File: config.mk
export PLATFORM = sky130hd
export DESIGN_NAME = multdiv_ctrl_flat
export DESIGN_NICKNAME = d
export VERILOG_FILES = /design/src/rtl/multdiv_pkg.sv /design/src/rtl/multdiv_if.sv /design/src/rtl/multdiv_cycle_counter.sv /design/src/rtl/multdiv_ctrl.sv /design/src/flat_wrapper.sv
export SDC_FILE = /design/constraint.sdc
export NUM_CORES = 1
export LEC_CHECK = 0
export ABC_AREA = 0
export BUFFER_PORTS_ARGS = -buffer_cell sky130_fd_sc_hd__buf_2
export CAP_MARGIN = 20
export CELL_PAD_IN_SITES_DETAIL_PLACEMENT = 0
export CELL_PAD_IN_SITES_GLOBAL_PLACEMENT = 1
export CORE_MARGIN = 8
export CORE_UTILIZATION = 32
export CTS_CLUSTER_DIAMETER = 120
export DETAILED_ROUTE_END_ITERATION = 8
export GPL_ROUTABILITY_DRIVEN = 0
export PLACE_DENSITY = 0.78
export REMOVE_ABC_BUFFERS = 1
export SYNTH_ARGS = -nofsm -noshare
export SYNTH_HDL_FRONTEND = slang
export SYNTH_HIERARCHICAL = 1
export SYNTH_SLANG_ARGS = --single-unit
File: constraint.sdc
create_clock -name clock -period 3 [get_ports clock]
set_input_delay 0.15 -clock clock [delete_from_list [all_inputs] [get_ports clock]]
set_output_delay 0.15 -clock clock [all_outputs]
set_load 0.01 [all_outputs]
File: src/rtl/multdiv_pkg.sv
// Shared definitions for the multiply/divide controller slice.
// Holds the data and counter widths, the default iteration counts and the
// FSM state encoding used by multdiv_ctrl.
package multdiv_pkg;

    localparam int DATA_W          = 32;
    localparam int CNT_W           = 6;
    localparam int MULT_CYCLES_DEF = 32;
    localparam int DIV_CYCLES_DEF  = 34;

    // Controller states: the full enumeration of the sequencer.
    typedef logic [1:0] state_t;
    localparam state_t ST_IDLE = 2'd0;
    localparam state_t ST_MULT = 2'd1;
    localparam state_t ST_DIV  = 2'd2;
    localparam state_t ST_DONE = 2'd3;

endpackage

File: src/rtl/multdiv_if.sv
// Request/response and datapath bundle for multdiv_ctrl.
//   slave  : controller view (requests and dp_result/dp_overflow in,
//            dp_start_*/dp_operand*, data_result*, busy out)
//   master : requester/datapath view, the mirror image
interface multdiv_if;
    import multdiv_pkg::*;

    logic              ctrl_MULT;
    logic              ctrl_DIV;
    logic [DATA_W-1:0] data_operandA;
    logic [DATA_W-1:0] data_operandB;
    logic [DATA_W-1:0] dp_result;
    logic              dp_overflow;
    logic              dp_start_mult;
    logic              dp_start_div;
    logic [DATA_W-1:0] dp_operandA;
    logic [DATA_W-1:0] dp_operandB;
    logic [DATA_W-1:0] data_result;
    logic              data_resultRDY;
    logic              data_exception;
    logic              busy;

    modport slave (
        input  ctrl_MULT, ctrl_DIV, data_operandA, data_operandB,
               dp_result, dp_overflow,
        output dp_start_mult, dp_start_div, dp_operandA, dp_operandB,
               data_result, data_resultRDY, data_exception, busy
    );

    modport master (
        output ctrl_MULT, ctrl_DIV, data_operandA, data_operandB,
               dp_result, dp_overflow,
        input  dp_start_mult, dp_start_div, dp_operandA, dp_operandB,
               data_result, data_resultRDY, data_exception, busy
    );

endinterface

File: src/rtl/multdiv_cycle_counter.sv
// Iteration counter for multdiv_ctrl.
// Ports: clock, reset (sync, active high), clear (sync restart to 0),
//        en (count up), sel_div (pick divide terminal count),
//        at_last (count equals the selected terminal value).
module multdiv_cycle_counter
    import multdiv_pkg::*;
#(
    parameter int MULT_LAST = MULT_CYCLES_DEF - 1,
    parameter int DIV_LAST  = DIV_CYCLES_DEF - 1
) (
    input  logic clock,
    input  logic reset,
    input  logic clear,
    input  logic en,
    input  logic sel_div,
    output logic at_last
);

    localparam logic [CNT_W-1:0] MULT_LAST_C = CNT_W'(MULT_LAST);
    localparam logic [CNT_W-1:0] DIV_LAST_C  = CNT_W'(DIV_LAST);

    logic [CNT_W-1:0] count_q;
    logic [CNT_W-1:0] count_d;

    always_comb begin
        count_d = count_q;
        if (clear) begin
            count_d = '0;
        end else if (en) begin
            count_d = count_q + CNT_W'(1);
        end
    end

    always_ff @(posedge clock) begin
        if (reset) begin
            count_q <= '0;
        end else begin
            count_q <= count_d;
        end
    end

    assign at_last = (count_q == (sel_div ? DIV_LAST_C : MULT_LAST_C));

endmodule

File: src/rtl/multdiv_ctrl.sv
// Sequencer for a shared iterative multiply/divide datapath.
// Ports: clock, reset (sync, active high), bus (multdiv_if.slave) carrying
//        requests/operands in, datapath start pulses and held operands out,
//        and the registered result, exception, ready pulse and busy flag.
// A request in any state restarts the sequencer; multiply beats divide.
module multdiv_ctrl
    import multdiv_pkg::*;
#(
    parameter int MULT_CYCLES = MULT_CYCLES_DEF,  // legal 2..63
    parameter int DIV_CYCLES  = DIV_CYCLES_DEF    // legal 2..63
) (
    input  logic      clock,
    input  logic      reset,
    multdiv_if.slave  bus
);

    state_t            state_q, state_d;
    logic [DATA_W-1:0] op_a_q, op_a_d;
    logic [DATA_W-1:0] op_b_q, op_b_d;
    logic [DATA_W-1:0] result_q, result_d;
    logic              exc_q, exc_d;
    logic              rdy_q, rdy_d;
    logic              busy_q, busy_d;
    logic              start_mult_q, start_mult_d;
    logic              start_div_q, start_div_d;
    logic              div_zero_q, div_zero_d;   // current divide has B == 0
    logic              cnt_clear, cnt_en, cnt_at_last;

    multdiv_cycle_counter #(
        .MULT_LAST (MULT_CYCLES - 1),
        .DIV_LAST  (DIV_CYCLES - 1)
    ) u_counter (
        .clock   (clock),
        .reset   (reset),
        .clear   (cnt_clear),
        .en      (cnt_en),
        .sel_div (state_q == ST_DIV),
        .at_last (cnt_at_last)
    );

    always_comb begin
        state_d      = state_q;
        op_a_d       = op_a_q;
        op_b_d       = op_b_q;
        result_d     = result_q;
        exc_d        = exc_q;
        div_zero_d   = div_zero_q;
        rdy_d        = 1'b0;
        busy_d       = 1'b0;
        start_mult_d = 1'b0;
        start_div_d  = 1'b0;
        cnt_clear    = 1'b0;
        cnt_en       = 1'b0;

        if (bus.ctrl_MULT || bus.ctrl_DIV) begin
            // New request: aborts any operation in flight, no ready for it.
            state_d      = bus.ctrl_MULT ? ST_MULT : ST_DIV;
            op_a_d       = bus.data_operandA;
            op_b_d       = bus.data_operandB;
            busy_d       = 1'b1;
            cnt_clear    = 1'b1;
            div_zero_d   = !bus.ctrl_MULT && (bus.data_operandB == '0);
            start_mult_d = bus.ctrl_MULT;
            // A zero divisor never touches the datapath.
            start_div_d  = !bus.ctrl_MULT && (bus.data_operandB != '0);
        end else begin
            case (state_q)
                ST_MULT: begin
                    if (cnt_at_last) begin
                        result_d = bus.dp_result;
                        exc_d    = bus.dp_overflow;
                        rdy_d    = 1'b1;
                        state_d  = ST_DONE;
                    end else begin
                        busy_d = 1'b1;
                        cnt_en = 1'b1;
                    end
                end
                ST_DIV: begin
                    if (div_zero_q) begin
                        result_d = '0;
                        exc_d    = 1'b1;
                        rdy_d    = 1'b1;
                        state_d  = ST_DONE;
                    end else if (cnt_at_last) begin
                        result_d = bus.dp_result;
                        exc_d    = 1'b0;
                        rdy_d    = 1'b1;
                        state_d  = ST_DONE;
                    end else begin
                        busy_d = 1'b1;
                        cnt_en = 1'b1;
                    end
                end
                ST_DONE: state_d = ST_IDLE;
                default: state_d = ST_IDLE;
            endcase
        end
    end

    always_ff @(posedge clock) begin
        if (reset) begin
            state_q      <= ST_IDLE;
            op_a_q       <= '0;
            op_b_q       <= '0;
            result_q     <= '0;
            exc_q        <= 1'b0;
            rdy_q        <= 1'b0;
            busy_q       <= 1'b0;
            start_mult_q <= 1'b0;
            start_div_q  <= 1'b0;
            div_zero_q   <= 1'b0;
        end else begin
            state_q      <= state_d;
            op_a_q       <= op_a_d;
            op_b_q       <= op_b_d;
            result_q     <= result_d;
            exc_q        <= exc_d;
            rdy_q        <= rdy_d;
            busy_q       <= busy_d;
            start_mult_q <= start_mult_d;
            start_div_q  <= start_div_d;
            div_zero_q   <= div_zero_d;
        end
    end

    assign bus.dp_start_mult  = start_mult_q;
    assign bus.dp_start_div   = start_div_q;
    assign bus.dp_operandA    = op_a_q;
    assign bus.dp_operandB    = op_b_q;
    assign bus.data_result    = result_q;
    assign bus.data_resultRDY = rdy_q;
    assign bus.data_exception = exc_q;
    assign bus.busy           = busy_q;

endmodule

File: src/flat_wrapper.sv
// flat-port wrapper written by rule: the top's interface ports become plain ports
module multdiv_ctrl_flat import multdiv_pkg::*;
#(
    parameter int MULT_CYCLES = MULT_CYCLES_DEF,                
    parameter int DIV_CYCLES  = DIV_CYCLES_DEF                  
)
  (clock, reset, bus_ctrl_MULT, bus_ctrl_DIV, bus_data_operandA, bus_data_operandB, bus_dp_result, bus_dp_overflow, bus_dp_start_mult, bus_dp_start_div, bus_dp_operandA, bus_dp_operandB, bus_data_result, bus_data_resultRDY, bus_data_exception, bus_busy);
  multdiv_if bus_i ();
  input  logic clock;
  input  logic reset;
  input wire logic [$bits(bus_i.ctrl_MULT)-1:0] bus_ctrl_MULT;
  input wire logic [$bits(bus_i.ctrl_DIV)-1:0] bus_ctrl_DIV;
  input wire logic [$bits(bus_i.data_operandA)-1:0] bus_data_operandA;
  input wire logic [$bits(bus_i.data_operandB)-1:0] bus_data_operandB;
  input wire logic [$bits(bus_i.dp_result)-1:0] bus_dp_result;
  input wire logic [$bits(bus_i.dp_overflow)-1:0] bus_dp_overflow;
  output wire logic [$bits(bus_i.dp_start_mult)-1:0] bus_dp_start_mult;
  output wire logic [$bits(bus_i.dp_start_div)-1:0] bus_dp_start_div;
  output wire logic [$bits(bus_i.dp_operandA)-1:0] bus_dp_operandA;
  output wire logic [$bits(bus_i.dp_operandB)-1:0] bus_dp_operandB;
  output wire logic [$bits(bus_i.data_result)-1:0] bus_data_result;
  output wire logic [$bits(bus_i.data_resultRDY)-1:0] bus_data_resultRDY;
  output wire logic [$bits(bus_i.data_exception)-1:0] bus_data_exception;
  output wire logic [$bits(bus_i.busy)-1:0] bus_busy;
  assign bus_i.ctrl_MULT = bus_ctrl_MULT;
  assign bus_i.ctrl_DIV = bus_ctrl_DIV;
  assign bus_i.data_operandA = bus_data_operandA;
  assign bus_i.data_operandB = bus_data_operandB;
  assign bus_i.dp_result = bus_dp_result;
  assign bus_i.dp_overflow = bus_dp_overflow;
  assign bus_dp_start_mult = bus_i.dp_start_mult;
  assign bus_dp_start_div = bus_i.dp_start_div;
  assign bus_dp_operandA = bus_i.dp_operandA;
  assign bus_dp_operandB = bus_i.dp_operandB;
  assign bus_data_result = bus_i.data_result;
  assign bus_data_resultRDY = bus_i.data_resultRDY;
  assign bus_data_exception = bus_i.data_exception;
  assign bus_busy = bus_i.busy;
  multdiv_ctrl #(.MULT_CYCLES(MULT_CYCLES), .DIV_CYCLES(DIV_CYCLES)) u_core (.clock(clock), .reset(reset), .bus(bus_i));
endmodule
==> results of run 1 <==
[cell families (layout without fill, tap and decap cells)]
family / count (synthesis) / count (layout) / share of synthesized area
buffers and inverters: 36 / 227 / 0.0527
AO/OA/AOI/OAI: 111 / 111 / 0.164
XOR/XNOR: 4 / 4 / 0.00830
flip-flops: 110 / 110 / 0.521
AND/OR/NAND/NOR: 235 / 235 / 0.234
adder cells (fa/ha/maj): 5 / 5 / 0.0148
multiplexers: 2 / 2 / 0.00474
[final timing paths]
| path | start | to | slack [ns] | cells after the start |
|---|---|---|---|---|
| max | u_core/state_q[0] | u_core/u_counter/count_q[5] | 0.59 | 11 |
| min | bus_dp_result[24] | u_core/bus.data_result[24] | 0.04 | 3 |
| max reg2reg | u_core/state_q[0] | u_core/u_counter/count_q[5] | 0.59 | 11 |
| min reg2reg | u_core/bus.dp_operandB[17] | u_core/bus.dp_operandB[17] | 0.45 | 2 |
[power groups by stage]
stage               Clock (W)  Sequential, W  Combinational, W
floorplan                   0        0.00160         0.0000997
global placement            0        0.00158          0.000309
detailed placement          0        0.00158          0.000312
CTS                   0.00126        0.00155          0.000313
global route          0.00132        0.00155          0.000340
finish                0.00120        0.00154          0.000305
[layout by cell type, fill, tap and decap left out, types with 2 or more instances in the layout]
cell type	synthesis	layout
nand4_1	3	3
ha_1	5	5
o21ai_0	2	2
clkbuf_16	0	9
nor2b_1	2	2
a21oi_2	30	30
nor2_1	12	11
mux2i_1	2	2
o21bai_1	2	2
a21oi_1	68	68
buf_4	3	7
nand2_2	10	10
o21ai_1	2	2
o21a_1	2	2
nor4_1	9	9
dfxtp_1	110	110
clkinv_2	0	2
buf_2	13	201
xor2_1	3	3
inv_1	2	2
nor3_1	3	3
nand2_1	189	189
[final cells by class]
cell class              instances  area (sq um)
flip-flops and latches        110          2200
fillers                      1341          7490
inverters                       3          11.3
well taps                     176           220
clock inverters                 5          56.3
clock buffers                  11           243
repair buffers                208          1060
multi-input cells             357          1810
[worst min-delay path, cell delays in order]
cell,delay [ns]
buf_2,0.10
nand2_2,0.05
a21oi_2,0.04
[through the flow]
stage	setup TNS [ns]	total power (W)	util	setup WS, ns	hold slack (ns)
floorplan	-50.21	0.00170	-	-1.69	0.219
global placement	0	0.00188	0.405	0.672	0.395
detailed placement	0	0.00189	0.405	0.624	0.396
CTS	0	0.00312	0.428	0.603	0.0169
global route	0	0.00321	0.428	0.373	0.0233
finish	0	0.00305	0.428	0.592	0.0361
[sequential cells by signal (all words and copies together), names as in the netlist]
signal and count:
u_core/bus.data_resultRDY 1, u_core/bus.data_exception 1, u_core/bus.dp_operandA 32, u_core/bus.dp_start_div 1, u_core/bus.dp_operandB 32, u_core/bus.data_result 32
u_core/bus.busy 1, u_core/bus.dp_start_mult 1, u_core/u_counter/count_q 6, u_core/div_zero_q 1, u_core/state_q 2
[layer usage]
metal,wire length [um],GRT usage,part of all wire,up-vias
met5,0,0,0,-
met4,229,0.0614,0.018,0
met2,6160,0.242,0.50,115
met3,1040,0.0544,0.083,17
li1,-,-,-,2011
met1,5010,0.155,0.40,1806
==> results.cfg, run 1 <==
[outcome]
run_status = finished clean

[power_and_ir_drop]
swShare = 0.241
power_frac_comb = 0.100
p_leak_nw = 2.54
cellPowerDensity_nw_per_um2 = 545
pwr-share-seq = 0.506
p_int_w = 0.00232
power_frac_clock = 0.394
switching_power_w = 0.000735
vdd_drop_max_uv = 226

[logic_synthesis]
ys.flop_type = dfxtp_1
synth_edf_count = 0
yosysSeqAreaShare = 0.521
yosys-top-cells-area = dfxtp_1, nand2_1, a21oi_1, a21oi_2, buf_2
ys_async_sr_fraction = 0
synth.most_common_cell = nand2_1
yosysWarnings = 6
avgSynthCellArea_sq_um = 8.40
ys_ff_latch = 110
synth_area_sq_um = 4220
yosysTopAreaCellShare = 0.521
yosys.area.top_type = dfxtp_1
synthTopCellsByCount = nand2_1, dfxtp_1, a21oi_1
netlist_instances = 503
synth_cell_type_count = 38

[floorplan]
die_h_um = 131
core_area_sq_um = 13100
chipWidth_um = 131
top_level_ports = 202
num_rows = 42
initial_core_util = 0.323
die_area_sq_um = 17100

[setup_path]
worst-path-buf-inv = 2
required_ns = 3.28
path_max_fanout = 6
critPathMaxStageDelay_ns = 0.38
worst_setup_path_start_kind = flip-flop
path_cells = inv_1 > ha_1 > nand4bb_1 > nor3_1 > o21a_1 > o21bai_1 > nor3_1 > buf_4 > nand4_2 > or3_1 > a21oi_1
cp.arrival_ns = 2.69
endpoint_kind = flip-flop
cp_common_cell = nor3_1
worst_path_max_delay_cell = dfxtp_1
crit_type = reg2reg
crit_family = simple AND/OR/NAND/NOR gates

[routing]
postRouteAntennaNets = 0
viasPerCell = 4.54
first_iter_violations = 171
wire_per_inst_um = 14.3
vias = 3949
drc_errors = 0
drtPass1Iterations = 4
routed_wl_um = 12400

[grt]
grt_pass1_wl_um = 19300
grtUsageTotal = 0.142
grt_max_degree = 71
antenna_found_initial = 0
grt_pass1_vias = 4080
overflow = 0

[clock_tree]
post_cts_buffers = 0
hold_buffers = 0
htree_levels = 3
clk_latency_ns = 0.34
cts.sink_count = 110
cts_buffers = 9
cts_resized = 0
cts-root-buf = clkbuf_16
clkTransAtPathRegs_ns = 0.07
clk_path_buf_depth = 2
cts_tree = yes

[cells_and_area]
syn_to_final_growth_pct = 32.5
layout.nets = 795
antenna_cells = 0
finalNonFillerCells = 870
post_route_cells_drive_above_1_share = 0.389
finalInstanceArea_sq_um = 5600

[placement]
dp.cells = 854
postPlaceCellArea_sq_um = 5300
place_hpwl_um = 9180
port_buffers = 201

[sta]
setup_viol_count_final = 0
tightest_slew_ns = 0.766
fmax_mhz = 415
final-max-slew-violation-count = 0
rsz0062_at_grt = no
hold_viol_final = 0
finClkSkew_ns = 0.00887
slew_headroom = 0.489
period_minus_slack_ns = 2.41
period_share = 0.803

[worst_hold_path]
hold_path.class = in2reg

[flow_run]
maxCapViolCount = 0
(Power assumes the default switching activity.)
==> run 2, diff against run 1 <==
- ABC_AREA: 0 -> 1
- CORE_UTILIZATION: 32 -> 30
- PLACE_DENSITY: 0.78 -> 0.74
- clock period: 3 -> 2.2 ns (I/O delays scaled with it)
==> run 2 against run 1 <==
Net effect: final cell count rose by 0.80%; clock power is 32% higher; sequential power is 38% higher; highest routed layer unchanged; power up 37%; cell area is 11% higher.
==> results.cfg, run 2 <==
[setup_path]
worst_setup_path_start_kind = flip-flop
crit_type = reg2reg
endpoint_kind = flip-flop
worst-path-buf-inv = 3
path_max_fanout = 64
worst_path_max_delay_cell = buf_4
critPathMaxStageDelay_ns = 0.48
path_cells = inv_1 > ha_1 > inv_1 > nor2_1 > nand3_1 > a21boi_2 > nand3_2 > buf_4 > nor2_1 > nor3b_1
crit_family = buffers and inverters
required_ns = 2.45
cp.arrival_ns = 2.21

[sta]
slew_headroom = 0.601
fmax_mhz = 512
setup_viol_count_final = 0
fin_setup_tns_ns = 0
hold_ws_ns = 0.0142
rsz0062_at_grt = no
hold_viol_final = 0
tightest_slew_ns = 0.599
period_minus_slack_ns = 1.95
final-max-slew-violation-count = 0
finClkSkew_ns = 0.00583
period_share = 0.888

[clock_tree]
clk_latency_ns = 0.34
cts.sink_count = 110
cts_buffers = 9
clkTransAtPathRegs_ns = 0.07
cts-root-buf = clkbuf_16
cts_tree = yes
htree_levels = 3
post_cts_buffers = 0
clk_path_buf_depth = 2

[routing]
routed_wl_um = 12500
wire_per_inst_um = 14.3
viasPerCell = 4.48
drc_errors = 0
postRouteAntennaNets = 0
vias = 3930
drtPass1Iterations = 4
first_iter_violations = 167

[placement]
postPlaceCellArea_sq_um = 5370
place_hpwl_um = 8730
port_buffers = 201

[cells_and_area]
seqCellArea_sq_um = 2200
post_route_cells_drive_above_1_share = 0.374
finalInstanceArea_sq_um = 6220
layout_commonest_cell = buf_2
antenna_cells = 0
layout.nets = 799
fill_cells = 1310
multi_input_area_sq_um = 1690
syn_to_final_growth_pct = 46.2
final_cell_mix = buf_2, dfxtp_1, nor2_1, a22o_1, nand2_1

[logic_synthesis]
synth.most_common_cell = dfxtp_1
synth_area_sq_um = 4250
yosys.area.top_type = dfxtp_1
synthTopCellsByCount = dfxtp_1, nor2_1, a22o_1
yosys-top-cells-area = dfxtp_1, a22o_1, nor3b_2, nor2_1, nand2_1
ys_async_sr_fraction = 0
ys_ff_latch = 110
yosysWarnings = 6
ys.flop_type = dfxtp_1
yosysSeqAreaShare = 0.518
avgSynthCellArea_sq_um = 9.58
synth_cell_type_count = 23
synth_edf_count = 0
yosysTopAreaCellShare = 0.518
netlist_instances = 444

[floorplan]
die_area_sq_um = 18200
top_level_ports = 202
initial_core_util = 0.306
num_rows = 43
core_area_sq_um = 13900
chipWidth_um = 135
die_h_um = 135

[power_and_ir_drop]
switching_power_w = 0.000978
vdd_drop_max_uv = 314
p_leak_nw = 3.11
power_frac_clock = 0.376
cellPowerDensity_nw_per_um2 = 674
p_int_w = 0.00321
pwr-share-seq = 0.506
power_frac_comb = 0.118
swShare = 0.233

[outcome]
run_status = finished clean

[grt]
grtUsageTotal = 0.133
grt_pass1_vias = 4170
grt_max_degree = 66
antenna_found_initial = 0
overflow = 0
grt_pass1_wl_um = 19900

[worst_hold_path]
hold_path.class = in2reg

[flow_run]
maxCapViolCount = 0
-- run 2: cell types whose count changed in the layout (fill, tap and decap cells not counted), sizes merged, moves of 31 or more --
| cell | before | now |
|---|---|---|
| inv | 4 | 49 |
| a22o | 0 | 64 |
| dlygate4sd3 | 0 | 56 |
| nor2 | 12 | 77 |
| nor3b | 0 | 31 |
| nand2 | 199 | 64 |
| a21oi | 98 | 7 |
-- run 2: path summary, 6_finish.rpt --
path	start	end	slack, ns	cells after the start
worst max-delay path	u_core/state_q[0]	u_core/bus.data_result[31]	0.25	10
worst min-delay path	bus_data_operandA[1]	u_core/bus.dp_operandA[1]	0.01	2
worst max register to register	u_core/state_q[0]	u_core/bus.data_result[31]	0.25	10
worst min register to register	u_core/bus.dp_operandB[1]	u_core/bus.dp_operandB[1]	0.47	1
-- run 2: routing by layer --
metal	vias to the layer above	wire (um)	track usage
li1	1959	-	-
met1	1781	5190	0.152
met2	173	5690	0.213
met3	17	1390	0.0598
met4	0	227	0.0524
met5	-	0	0
-- run 2: kinds of logic (layout without fill, tap and decap cells) --
kind of cell	Yosys count	after routing	synth area share
AOI/OAI and AO/OA	81	81	0.156
adders and majority gates	5	5	0.0147
buffers and inverters	71	324	0.0871
DFF	110	110	0.518
and+or+nand+nor	177	177	0.224
-- run 2: layout make-up --
| type | count | area share |
|---|---|---|
| Sequential cell | 110 | 0.354 |
| Inverter | 48 | 0.0290 |
| Timing Repair Buffer | 261 | 0.263 |
| Clock inverter | 6 | 0.0101 |
| Tap cell | 180 | 0.0362 |
| Clock buffer | 9 | 0.0362 |
| Multi-Input combinational cell | 263 | 0.272 |
-- run 2: timing repair --
item	4_1_cts	5_1_grt
endpoints found under the hold margin	56	0
endpoints found under the setup margin	0	3
resized for setup	0	1
hold buffers	56	0
-- run 2: power groups by stage --
| stage | clock network (W) | registers [W] | logic, W |
|---|---|---|---|
| CTS | 0.00165 | 0.00212 | 0.000492 |
| global placement | 0 | 0.00216 | 0.000409 |
| finish | 0.00158 | 0.00212 | 0.000495 |
| detailed placement | 0 | 0.00216 | 0.000416 |
| global route | 0.00174 | 0.00213 | 0.000537 |
| floorplan | 0 | 0.00220 | 0.000142 |
-- run 2: worst register-to-register path: stages, from the launching register on --
cell and delay, ns:
dfxtp_1 0.37, inv_1 0.08, ha_1 0.24, inv_1 0.06, nor2_1 0.03, nand3_1 0.09
a21boi_2 0.07, nand3_2 0.07, buf_4 0.48, nor2_1 0.12, nor3b_1 0.24
-- run 2: stage by stage --
step	std cells	util	setup slack (ns)	power, W
6_report	877	0.448	0.246	0.00419
5_1_grt	877	0.448	0.0347	0.00441
4_1_cts	877	0.448	0.139	0.00426
3_5_place_dp	806	0.387	0.170	0.00258
3_3_place_gp	806	0.387	0.294	0.00257
2_1_floorplan	421	-	-0.432	0.00234
